### src/rtl/mdu_pkg.sv
// Shared types for the multiply/divide sequencer.
//   mdu_op_e    : operation encoding seen on the op port
//   mdu_state_e : sequencer FSM state
//   op_is_mul   : multiply ops use shift-add; divide ops use restoring shift-subtract
//   op_takes_low: MUL and DIVU return the low accumulator half; MULHU and REMU return the high half
package mdu_pkg;

  typedef enum logic [1:0] {
    MDU_MUL   = 2'b00,
    MDU_MULHU = 2'b01,
    MDU_DIVU  = 2'b10,
    MDU_REMU  = 2'b11
  } mdu_op_e;

  typedef enum logic [1:0] {
    ST_IDLE = 2'b00,
    ST_RUN  = 2'b01,
    ST_DONE = 2'b10
  } mdu_state_e;

  function automatic logic op_is_mul(mdu_op_e op);
    return (op == MDU_MUL) || (op == MDU_MULHU);
  endfunction

  function automatic logic op_takes_low(mdu_op_e op);
    return (op == MDU_MUL) || (op == MDU_DIVU);
  endfunction

endpackage

### src/rtl/mdu_if.sv
// Request/response bundle between the pipeline (master) and the sequencer (slave).
//   start, op, a, b           : request, master -> slave
//   busy, done, result, stall : status and result, slave -> master
interface mdu_if
  import mdu_pkg::*;
#(
  parameter int WIDTH = 32
);
  logic             start;
  mdu_op_e          op;
  logic [WIDTH-1:0] a;
  logic [WIDTH-1:0] b;
  logic             busy;
  logic             done;
  logic [WIDTH-1:0] result;
  logic             stall;

  modport master (output start, op, a, b, input busy, done, result, stall);
  modport slave  (input start, op, a, b, output busy, done, result, stall);
endinterface

### src/rtl/mdu_shift_datapath.sv
// Operand, accumulator and result registers plus the per-iteration arithmetic.
//   accept       : capture op/a/b and clear the accumulator
//   step         : perform one iteration
//   last         : the current step is the final one; load result from it
//   op_in, a_in, b_in : request fields, sampled on accept
//   result       : selected result, held between final steps
// The shift register walks its operand MSB-first: the multiplier for
// multiplies, the dividend for divides. For divides the accumulator is
// {remainder, quotient}.
module mdu_shift_datapath
  import mdu_pkg::*;
#(
  parameter int WIDTH = 32
) (
  input  logic             clk,
  input  logic             rst,
  input  logic             accept,
  input  logic             step,
  input  logic             last,
  input  mdu_op_e          op_in,
  input  logic [WIDTH-1:0] a_in,
  input  logic [WIDTH-1:0] b_in,
  output logic [WIDTH-1:0] result
);

  logic [2*WIDTH-1:0] acc, acc_nxt;
  logic [WIDTH-1:0]   opa, opb, sh;
  mdu_op_e            op_q;
  logic [WIDTH:0]     trial;
  logic [WIDTH-1:0]   diff;
  logic               ge;
  logic [WIDTH-1:0]   res_nxt;

  always_comb begin
    // trial is one bit wider than the remainder: the shifted partial
    // remainder can reach 2*divisor-1.
    trial   = {acc[2*WIDTH-1:WIDTH], sh[WIDTH-1]};
    ge      = trial >= {1'b0, opb};
    diff    = trial[WIDTH-1:0] - opb;
    acc_nxt = '0;
    if (op_is_mul(op_q)) begin
      acc_nxt = (acc << 1) + (sh[WIDTH-1] ? {{WIDTH{1'b0}}, opa} : '0);
    end else begin
      // divisor 0 makes ge always true: quotient all ones, remainder = dividend
      acc_nxt = {(ge ? diff : trial[WIDTH-1:0]), acc[WIDTH-2:0], ge};
    end
    res_nxt = op_takes_low(op_q) ? acc_nxt[WIDTH-1:0] : acc_nxt[2*WIDTH-1:WIDTH];
  end

  always_ff @(posedge clk or posedge rst) begin
    if (rst) begin
      acc    <= '0;
      opa    <= '0;
      opb    <= '0;
      sh     <= '0;
      op_q   <= MDU_MUL;
      result <= '0;
    end else if (accept) begin
      acc  <= '0;
      opa  <= a_in;
      opb  <= b_in;
      sh   <= op_is_mul(op_in) ? b_in : a_in;
      op_q <= op_in;
    end else if (step) begin
      acc <= acc_nxt;
      sh  <= sh << 1;
      if (last) result <= res_nxt;
    end
  end

endmodule

### src/rtl/mdu_sequencer.sv
// Iterative multiply/divide unit: FSM, iteration counter and pipeline handshake.
//   clk, rst : clock, asynchronous active-high reset
//   bus      : slave side of mdu_if (start/op/a/b in; busy/done/result/stall out)
//
// state | meaning
// IDLE  | waiting for start; result holds last value
// RUN   | one iteration per cycle, counter counts down to 0
// DONE  | single-cycle done pulse, result valid, pipeline released
module mdu_sequencer
  import mdu_pkg::*;
#(
  parameter int WIDTH = 32
) (
  input  logic clk,
  input  logic rst,
  mdu_if.slave bus
);

  localparam int CNT_W = $clog2(WIDTH);

  mdu_state_e       state_q, state_d;
  logic [CNT_W-1:0] cnt_q;
  logic             accept, step, last;

  always_ff @(posedge clk or posedge rst) begin
    if (rst) state_q <= ST_IDLE;
    else     state_q <= state_d;
  end

  always_comb begin
    state_d = state_q;
    accept  = 1'b0;
    step    = 1'b0;
    last    = 1'b0;
    case (state_q)
      ST_IDLE: begin
        if (bus.start) begin
          accept  = 1'b1;
          state_d = ST_RUN;
        end
      end
      ST_RUN: begin
        step = 1'b1;
        if (cnt_q == '0) begin
          last    = 1'b1;
          state_d = ST_DONE;
        end
      end
      ST_DONE: state_d = ST_IDLE;
      default: state_d = ST_IDLE;
    endcase
  end

  always_ff @(posedge clk or posedge rst) begin
    if (rst)                       cnt_q <= '0;
    else if (accept)               cnt_q <= CNT_W'(WIDTH - 1);
    else if (step && cnt_q != '0)  cnt_q <= cnt_q - CNT_W'(1);
  end

  assign bus.busy  = (state_q == ST_RUN);
  assign bus.done  = (state_q == ST_DONE);
  // Gated by rst so a start held during reset does not freeze the pipeline.
  assign bus.stall = ~rst & (((state_q == ST_IDLE) & bus.start) | (state_q == ST_RUN));

  mdu_shift_datapath #(.WIDTH(WIDTH)) u_dp (
    .clk    (clk),
    .rst    (rst),
    .accept (accept),
    .step   (step),
    .last   (last),
    .op_in  (bus.op),
    .a_in   (bus.a),
    .b_in   (bus.b),
    .result (bus.result)
  );

endmodule

### src/flat_wrapper.sv
// flat-port wrapper written by rule: the top's interface ports become plain ports
module mdu_sequencer_flat import mdu_pkg::*;
#(
  parameter int WIDTH = 32
)
  (clk, rst, bus_start, bus_op, bus_a, bus_b, bus_busy, bus_done, bus_result, bus_stall);
  mdu_if #(.WIDTH(WIDTH)) bus_i ();
  input  logic clk;
  input  logic rst;
  input wire logic [$bits(bus_i.start)-1:0] bus_start;
  input wire logic [$bits(bus_i.op)-1:0] bus_op;
  input wire logic [$bits(bus_i.a)-1:0] bus_a;
  input wire logic [$bits(bus_i.b)-1:0] bus_b;
  output wire logic [$bits(bus_i.busy)-1:0] bus_busy;
  output wire logic [$bits(bus_i.done)-1:0] bus_done;
  output wire logic [$bits(bus_i.result)-1:0] bus_result;
  output wire logic [$bits(bus_i.stall)-1:0] bus_stall;
  assign bus_i.start = bus_start;
  assign bus_i.op = bus_op;
  assign bus_i.a = bus_a;
  assign bus_i.b = bus_b;
  assign bus_busy = bus_i.busy;
  assign bus_done = bus_i.done;
  assign bus_result = bus_i.result;
  assign bus_stall = bus_i.stall;
  mdu_sequencer #(.WIDTH(WIDTH)) u_core (.clk(clk), .rst(rst), .bus(bus_i));
endmodule
### config.mk
export PLATFORM = sky130hd
export DESIGN_NAME = mdu_sequencer_flat
export DESIGN_NICKNAME = d
export VERILOG_FILES = /design/src/rtl/mdu_pkg.sv /design/src/rtl/mdu_if.sv /design/src/rtl/mdu_shift_datapath.sv /design/src/rtl/mdu_sequencer.sv /design/src/flat_wrapper.sv
export SDC_FILE = /design/constraint.sdc
export NUM_CORES = 1
export LEC_CHECK = 0
export CAP_MARGIN = 20
export CORE_MARGIN = 1.5
export CORE_UTILIZATION = 40
export CTS_CLUSTER_DIAMETER = 30
export DETAILED_ROUTE_END_ITERATION = 10
export HOLD_SLACK_MARGIN = 0.08
export SYNTH_ARGS = -nofsm -noshare
export SYNTH_HDL_FRONTEND = slang
export SYNTH_SLANG_ARGS = --single-unit
### constraint.sdc
create_clock -name clk -period 7.3 [get_ports clk]
set_input_delay 0.73 -clock clk [delete_from_list [all_inputs] [get_ports clk]]
set_output_delay 0.73 -clock clk [all_outputs]
set_load 0.03 [all_outputs]
==> flow_summary.toml <==
[outcome]
outcome = "finished, final reports clean"

[worst_setup_path]
worst-path-stages = 13
slowest_delay_ns = 0.73
reg2reg_depth = 13
crit_family = "compound AO/OA/AOI/OAI gates"
crit_start = "u_core.u_dp.sh[31]"
cp.arrival_ns = 5.22
critPathKind = "register to register"
crit_buf_inv = 0
critPathCaptureType = "register"
endpoint = "u_core.u_dp.result[25]"
r2r_end = "u_core.u_dp.result[25]"
reg2reg_slack_ns = 2.53
r2r_start = "u_core.u_dp.sh[31]"
cp.required_ns = 7.75
cp_slowest_cell = "dfrtp_1"
critPathLaunchType = "register"
crit_chain = "and2_1 > ha_1 > fa_1 > a211oi_1 > o21ai_1 > o211ai_1 > a311oi_1 > a21oi_1 > a21o_1 > nor3b_1 > xor2_1 > mux4_2 > mux2_2"
crit_fanout = 34

[sta]
slew_viol_final = 0
fin_crit_sh_pct = 65.4
hold_violations = 0
tns_ns = 0
max_freq_mhz = 209
tightestPinTransition_ns = 1.07
clock_skew_ns = 0.0284
rsz0062_at_grt = "no"
maxSlewHeadroom_pct = 28.4
fin_crit_ns = 4.77
finalSetupViolations = 0

[floorplan]
start_util_pct = 40.9
top_level_ports = 104
rows = 67
die_area_um2 = 35700
core_area_um2 = 33800
fp.dieW_um = 189
die_h_um = 189

[logic_synthesis]
synth_top_area_share_pct = 36.4
synth_area_per_cell_um2 = 8.16
synth_top_area_cell = "dfrtp_1"
ys_seq_elements = 201
synth_area_leaders = "dfrtp_1 (36%), nand2_1 (8.2%), ha_1 (5.9%)"
syn-cell-area_um2 = 13800
netlist_top_cells_count = "nand2_1 (302), dfrtp_1 (201), o21ai_0 (149)"
ys_types = 84
yosysMostFrequentCell = "nand2_1"
syn_inst = 1694
yosysWarnings = 0
synth_edf_count = 0
synthArstFlopShare_pct = 100
synthFlopType = "dfrtp_1"
seq_area_frac_synth_pct = 36.4
synth.net_count = 1830

[power_and_ir_drop]
p_comb_share_pct = 54.2
switching_power_uw = 4950
p_leak_uw = 0.00772
power_uw = 10800
power.share.clock_pct = 25.1
seqPwrFrac_pct = 20.7
p_int_uw = 5820
power_density_nw_per_um2 = 623
swShare_pct = 45.9
ir_drop_v = 0.000272

[global_route]
grt_pass1_wl_um = 75900
grt-ovfl-total = 0
grt_max_degree = 126
grt_pass1_vias = 12700
antenna_found_initial = 0
grt_use_total_pct = 27.6

[placed_design]
place_congestion = 0.929
dpl-instance-area_um2 = 15100
dp_hpwl_um = 35800
dp_cells = 2158
portBuffers = 103

[drt]
routed-via-count = 13100
viasPerCell = 5.81
wl_per_cell_um = 21.9
drt-total-wl_um = 49500
final_antenna_net_count = 0
first_iter_violations = 1144
drc_errors = 0
dr.pass1.iters = 6

[final_layout]
diodes = 0
syn_to_final_growth_pct = 24.9
fin_cells = 2264
final_area_um2 = 17300
drive_gt1_share_pct = 8.48
layout.nets = 1905

[clocking]
cts_buffers = 56
cts_sinks = 201
h-tree-depth = 2
cts_resized = 0
path_clk_slew_ns = 0.04
ctsHoldBuffers = 0
cts_tree = "built"
clockBufferDepth = 3
clock_tree.root_cell = "clkbuf_16"
postCtsSetupRepairBufs = 0
insertion_delay_ns = 0.57

[hold_path]
hp-class = "register to register"

[flow_run]
drv_cap = 0
==> worst min-delay path, stage by stage, from the launching register on <==
cell and delay [ns]:
dfrtp_1 0.33, nand2_1 0.05, nand2_1 0.05
==> cells by family (layout without fill, tap and decap cells) <==
group | Yosys count | in the layout | synth area share (%)
simple gates | 601 | 601 | 19.4
compound gates | 498 | 498 | 23.3
fa+ha+maj | 67 | 67 | 6.17
flops | 201 | 201 | 36.4
mux | 52 | 52 | 3.89
buf+inv | 188 | 310 | 5.32
xor+xnor | 87 | 87 | 5.51
==> layout make-up <==
class / count / area, µm²
clock inverter: 34 / 523
clock buffer: 71 / 1570
tap: 448 / 561
timing repair buffer: 120 / 1170
multi-input combinational: 1305 / 8090
inverter: 85 / 327
fill: 3158 / 16500
sequential: 201 / 5030
==> layout by cell type, fill, tap and decap left out, types with 47 or more instances in the layout <==
master             n
nand2_1          302
dfrtp_1          200
o21ai_0          149
nor2_1           132
a21oi_1          128
clkdlybuf4s50_1  102
inv_1             82
ha_1              65
clkbuf_16         56
mux2i_1           47
==> power groups by stage <==
| stage | Sequential (µW) | Combinational [µW] | Clock (µW) |
|---|---|---|---|
| floorplan | 2160 | 3980 | 0 |
| global route | 2290 | 6390 | 2800 |
| finish | 2230 | 5840 | 2700 |
| global placement | 2210 | 5680 | 0 |
| detailed placement | 2210 | 5730 | 0 |
| CTS | 2200 | 5770 | 2730 |
==> flip-flops by register name, indices dropped and copies added, names as in the netlist <==
register / flops
u_core.state_q: 2
u_core.cnt_q: 5
u_core.u_dp.opa: 32
u_core.u_dp.op_q: 2
u_core.u_dp.sh: 32
u_core.u_dp.result: 32
u_core.u_dp.opb: 32
u_core.u_dp.acc: 64
==> worst min path at each step <==
stage | slack, ns | from | depth (start not counted) | to
6_report | 0.47 | u_core.u_dp.opa[4] | 2 | u_core.u_dp.opa[4]
5_1_grt | 0.50 | u_core.u_dp.result[23] | 2 | u_core.u_dp.result[23]
4_1_cts | 0.47 | u_core.u_dp.opa[11] | 2 | u_core.u_dp.opa[11]
3_5_place_dp | 0.46 | u_core.u_dp.opa[11] | 2 | u_core.u_dp.opa[11]
3_3_place_gp | 0.46 | u_core.u_dp.opa[29] | 2 | u_core.u_dp.opa[29]
2_1_floorplan | 0.44 | u_core.u_dp.opa[10] | 2 | u_core.u_dp.opa[10]
==> stage by stage <==
step | setup WS, ns | hold WS, ns | util [%]
global placement | 2.69 | 0.455 | 44.8
floorplan | 1.09 | 0.437 | -
CTS | 2.62 | 0.472 | 51.0
global route | 2.33 | 0.499 | 51.1
finish | 2.53 | 0.468 | 51.1
detailed placement | 2.63 | 0.460 | 44.8
==> per-layer routing <==
layer  up-vias  share of wire (%)  global-route usage, %  wire [µm]
li1       6150                  -                      -          -
met1      6323                 47                   41.1      23100
met2       601                 42                   40.7      20900
met3        73                8.3                   4.67       4120
met4         0                2.9                   8.61       1420
met5         -                  0                      0          0
No activity file was read; power rests on OpenSTA's default activity.
